<file path="src/rtl/galaxian_arb_pkg.sv">
// Shared types for the Galaxian work-RAM arbiter: FSM states, hiscore op kind
// and the starvation counter width.
package galaxian_arb_pkg;

    typedef enum logic [1:0] {
        IDLE,
        WAIT,
        DATA,
        ACK
    } arb_state_t;

    typedef enum logic {
        OP_RD,
        OP_WR
    } op_t;

    localparam int unsigned STARVE_CW = 16;

    typedef logic [STARVE_CW-1:0] starve_cnt_t;

endpackage

</file>
<file path="src/rtl/arb_starve_timer.sv">
// Saturating starvation counter: counts enabled cycles unless frozen, clears on
// request and flags when the count has reached LIMIT.
module arb_starve_timer
    import galaxian_arb_pkg::*;
#(
    parameter int unsigned LIMIT = 255
) (
    input  logic clk_sys,
    input  logic reset_n,
    input  logic clr,
    input  logic en,
    input  logic frz,
    output logic hit
);

    starve_cnt_t count;

    always_ff @(posedge clk_sys or negedge reset_n) begin
        if (!reset_n) begin
            count <= '0;
        end else if (clr) begin
            count <= '0;
        end else if (en && !frz && (count != '1)) begin
            count <= count + starve_cnt_t'(1);
        end
    end

    assign hit = (32'(count) >= LIMIT);

endmodule

</file>
<file path="src/rtl/galaxian_ram_arbiter.sv">
// Shares the CPU work RAM between the Z80 (absolute priority, zero latency) and the
// hiscore engine, which is slotted into CPU-idle cycles outside ROM downloads.
module galaxian_ram_arbiter
    import galaxian_arb_pkg::*;
#(
    parameter int unsigned AW           = 10,
    parameter int unsigned DW           = 8,
    parameter int unsigned STARVE_LIMIT = 255
) (
    input  logic          clk_sys,
    input  logic          reset_n,
    input  logic          dn_busy,
    input  logic          cpu_sel,
    input  logic          cpu_we,
    input  logic [AW-1:0] cpu_addr,
    input  logic [DW-1:0] cpu_din,
    output logic [DW-1:0] cpu_dout,
    input  logic          hs_rd_req,
    input  logic          hs_wr_req,
    input  logic [AW-1:0] hs_addr,
    input  logic [DW-1:0] hs_din,
    output logic [DW-1:0] hs_dout,
    output logic          hs_ack,
    output logic [AW-1:0] ram_addr,
    output logic          ram_we,
    output logic [DW-1:0] ram_din,
    input  logic [DW-1:0] ram_dout,
    output logic          pause_req,
    output logic          busy
);

    arb_state_t state;
    arb_state_t state_nxt;
    op_t        op;
    logic       issue;
    logic       starve_clr;
    logic       starve_en;
    logic       starve_hit;

    assign issue    = (state == WAIT) && !cpu_sel && !dn_busy;
    assign cpu_dout = ram_dout;

    always_ff @(posedge clk_sys or negedge reset_n) begin
        if (!reset_n) begin
            state <= IDLE;
        end else begin
            state <= state_nxt;
        end
    end

    always_comb begin
        state_nxt = state;
        case (state)
            IDLE:    if (hs_rd_req || hs_wr_req) state_nxt = WAIT;
            WAIT:    if (issue) state_nxt = DATA;
            DATA:    state_nxt = ACK;
            ACK:     state_nxt = IDLE;
            default: state_nxt = IDLE;
        endcase
    end

    // Write wins when both requests are raised; the op is fixed for the whole transaction.
    always_ff @(posedge clk_sys or negedge reset_n) begin
        if (!reset_n) begin
            op <= OP_RD;
        end else if ((state == IDLE) && (hs_rd_req || hs_wr_req)) begin
            op <= hs_wr_req ? OP_WR : OP_RD;
        end
    end

    always_ff @(posedge clk_sys or negedge reset_n) begin
        if (!reset_n) begin
            hs_dout <= '0;
        end else if ((state == DATA) && (op == OP_RD)) begin
            hs_dout <= ram_dout;
        end
    end

    always_comb begin
        hs_ack     = (state == ACK);
        busy       = (state != IDLE);
        starve_en  = (state == WAIT) && !issue;
        // Clearing in DATA means the count, and so pause_req, is already zero in ACK.
        starve_clr = (state == DATA);
        if (cpu_sel) begin
            ram_addr = cpu_addr;
            ram_we   = cpu_we;
            ram_din  = cpu_din;
        end else begin
            ram_addr = hs_addr;
            ram_we   = issue && (op == OP_WR);
            ram_din  = hs_din;
        end
    end

    arb_starve_timer #(
        .LIMIT (STARVE_LIMIT)
    ) u_starve (
        .clk_sys (clk_sys),
        .reset_n (reset_n),
        .clr     (starve_clr),
        .en      (starve_en),
        .frz     (dn_busy),
        .hit     (starve_hit)
    );

    assign pause_req = starve_hit;

endmodule

</file>
<file path="config.mk">
export PLATFORM = sky130hd
export DESIGN_NAME = galaxian_ram_arbiter
export DESIGN_NICKNAME = d
export VERILOG_FILES = /design/src/rtl/galaxian_arb_pkg.sv /design/src/rtl/arb_starve_timer.sv /design/src/rtl/galaxian_ram_arbiter.sv
export SDC_FILE = /design/constraint.sdc
export NUM_CORES = 1
export LEC_CHECK = 0
export CAP_MARGIN = 20
export CORE_MARGIN = 2
export CORE_UTILIZATION = 50
export CTS_BUF_LIST = sky130_fd_sc_hd__clkbuf_16
export DETAILED_ROUTE_END_ITERATION = 8
export DONT_BUFFER_PORTS = 1
export GPL_TIMING_DRIVEN = 0
export HOLD_SLACK_MARGIN = 0.12
export PLACE_DENSITY_LB_ADDON = 0.2
export SYNTH_ARGS = -nofsm -noshare
export SYNTH_HDL_FRONTEND = slang
export SYNTH_HIERARCHICAL = 1
export SYNTH_SLANG_ARGS = --single-unit
</file>
<file path="constraint.sdc">
create_clock -name clk_sys -period 3.8 [get_ports clk_sys]
set_input_delay 1.14 -clock clk_sys [delete_from_list [all_inputs] [get_ports clk_sys]]
set_output_delay 1.14 -clock clk_sys [all_outputs]
set_load 0.01 [all_outputs]
</file>
==> flow_summary.toml <==
[critical_path]
critPathMaxStageDelay_ns = 0.40
crit_type = "in -> out"
cp-end-kind = "output pin"
cp.arrival_ns = 1.74
path_max_fanout = 10
crit_buf_inv = 1
crit_path_top_delay_cell = "mux2_2"
r2r_end = "u_starve/count[9]$_DFFE_PN0P_"
critPathRequiredTime_ns = 2.66
path_cells = "buf_2 -> mux2_2"
critPathTopFamily = "multiplexers"
reg2reg_depth = 8
reg2reg_slack_ns = 1.33
r2r-start = "state[1]$_DFFE_PN0P_"
worstSetupStartpointType = "primary input"

[finish]
final_cells = 221
drive_gt1_frac = 0.2857
synthToLayoutAreaGrowth_pct = 7.994
n_antenna_cell = 0
mostFrequentLayoutCells = "mux2_2, dfrtp_1, a21oi_1"
layout.nets = 233
finish.utilization = 0.5616

[die]
initial_utilization = 0.5200
rows = 21
die_w_um = 62.68
ios = 89
fp.dieH_um = 62.68
die-area_mm2 = 0.003929
core_area_mm2 = 0.003311

[placed_design]
routabilityCongestion = 0.8648
dp.cells = 217
place_hpwl_mm = 2.914
port_buffers = 0

[clock_tree]
cts_sinks = 27
post_cts_buffers = 0
cts.clk_slew.worst_paths_ns = 0.06
cts_tree = "yes"
h-tree-depth = 1
root_buffer = "clkbuf_16"
cts_made_buffers = 3
cts_resized = 0
ctsHoldBuffers = 0
clock_path_buffers = 2
clock_latency_ns = 0.26

[synth]
syn-num-nets = 228
synthesis.instances = 171
ys_types = 36
netlist_area_mm2 = 0.001722
syn_avg_cell_area_um2 = 10.07
yosysSeqAreaShare = 0.3924
synth-seq-cells = 27
yosys_warnings = 6

[routing]
wl_mm = 3.743
vias = 1344
drc_errors = 0
drt_iter0_markers = 97
drtAntennaViolNets = 0
routedWlPerCell_um = 16.94
firstDrtPassIters = 4
vias_per_cell = 6.081

[pwr]
peakVddDrop_mv = 0.3397
power_frac_seq = 0.445
power_density_mw_per_mm2 = 520.0
combPwrFrac = 0.312
power_frac_clock = 0.243
internal_power_uw = 646.1
p_switching_uw = 320.7
swShare = 0.3317
leakage_uw = 0.0007814
p_total_uw = 966.7

[min_path]
hold_path.class = "reg -> reg"
hold_depth = 1
hold_end = "op$_DFFE_PN0P_"
hp-start = "op$_DFFE_PN0P_"

[timing]
maxSlewHeadroom = 0.5511
clock_skew_ns = 0.001867
tightest_slew_ns = 0.6672
finalHoldViolations = 0
setup_viol = 0
clock.fmax_mhz = 347.7
timing.final.crit_share = 0.7568
fin_setup_tns_ns = 0
drv_slew = 0
rsz0062_at_grt = "no"
min_period_ns = 2.876

[global_route]
grt_first_pass_wirelength_mm = 6.009
grt.total_usage = 0.1885
first_global_vias = 1369
grt_overflow = 0
antenna_found_initial = 0
grt_max_degree = 28

[run_status]
status = "completed"

[flow_run]
drv_cap = 0
## worst max-delay path by stage
| stage | startpoint | to | slack (ns) | cells past startpoint |
|---|---|---|---|---|
| 2_1_floorplan | cpu_sel | ram_addr[0] | 0.96 | 2 |
| 3_3_place_gp | cpu_sel | ram_din[6] | 0.94 | 2 |
| 3_5_place_dp | cpu_sel | ram_addr[5] | 0.92 | 2 |
| 4_1_cts | cpu_sel | ram_addr[5] | 0.92 | 2 |
| 5_1_grt | cpu_sel | ram_din[0] | 0.88 | 2 |
| 6_report | cpu_sel | ram_din[0] | 0.92 | 2 |
## power groups by stage
| stage | Combinational [µW] | Clock (µW) | Sequential [µW] |
|---|---|---|---|
| detailed placement | 303 | 0 | 438 |
| global route | 334 | 255 | 438 |
| floorplan | 252 | 0 | 421 |
| finish | 301 | 235 | 430 |
| global placement | 289 | 0 | 433 |
| CTS | 305 | 241 | 431 |
## state kept, by name (all words and copies together) (netlist names)
signal / flops
hs_dout: 8
op: 1
state: 2
u_starve/count: 16
## through the flow
step | hold WS (ns) | setup slack, ns | cell area [µm²]
5_1_grt | 0.5556 | 0.8792 | 1859
6_report | 0.5429 | 0.9240 | 1859
2_1_floorplan | 0.4882 | 0.9581 | 1722
3_3_place_gp | 0.5236 | 0.9354 | 1779
3_5_place_dp | 0.5301 | 0.9190 | 1779
4_1_cts | 0.5450 | 0.9209 | 1859
## layout make-up
| type | count | area, µm² |
|---|---|---|
| Tap cell | 46 | 57.56 |
| Inverter | 7 | 26.28 |
| Fill cell | 308 | 1451 |
| Clock buffer | 3 | 75.07 |
| Clock inverter | 1 | 5.005 |
| Sequential cell | 27 | 675.6 |
| Multi-Input combinational cell | 121 | 922.1 |
| Buffer | 16 | 97.59 |
## cell usage after synthesis (all sizes together)
| cell type | count | area share |
|---|---|---|
| a22o | 1 | 0.0051 |
| o21a | 1 | 0.0044 |
| and3 | 3 | 0.011 |
| dfrtp | 27 | 0.39 |
| and2 | 2 | 0.0080 |
| nor2 | 6 | 0.013 |
| a21o | 1 | 0.0044 |
| or4b | 1 | 0.0058 |
| buf | 14 | 0.052 |
| nand3 | 2 | 0.0058 |
| nand2b | 1 | 0.0036 |
| or4 | 11 | 0.049 |
| inv | 7 | 0.015 |
| o31ai | 9 | 0.039 |
| ha | 6 | 0.044 |
| nor3 | 1 | 0.0029 |
| clkbuf | 2 | 0.0051 |
| or3 | 4 | 0.015 |
| nand2 | 8 | 0.017 |
| mux2 | 28 | 0.19 |
| mux2i | 1 | 0.0058 |
| or2 | 1 | 0.0036 |
| nand4 | 5 | 0.022 |
| nand3b | 2 | 0.0087 |
| nor2b | 3 | 0.011 |
| nor4 | 2 | 0.0073 |
| a21oi | 14 | 0.041 |
| a31oi | 1 | 0.0036 |
| o21ai | 7 | 0.020 |
## routing by layer
metal | GRT usage | vias up | share of wire
met5 | 0 | - | 0
met4 | 0.03889 | 0 | 0.0051
met3 | 0.04685 | 2 | 0.065
met2 | 0.3629 | 66 | 0.53
met1 | 0.2071 | 651 | 0.40
li1 | - | 625 | -
## kinds of logic after synthesis
kind of cell             Yosys count  synth area share
AO/OA/AOI/OAI                     34            0.1177
adder cells (fa/ha/maj)            6           0.04360
buffers and inverters             23           0.07194
flip-flops                        27            0.3924
multiplexers                      29            0.1911
AND/OR/NAND/NOR                   52            0.1831
(Power assumes the default switching activity.)
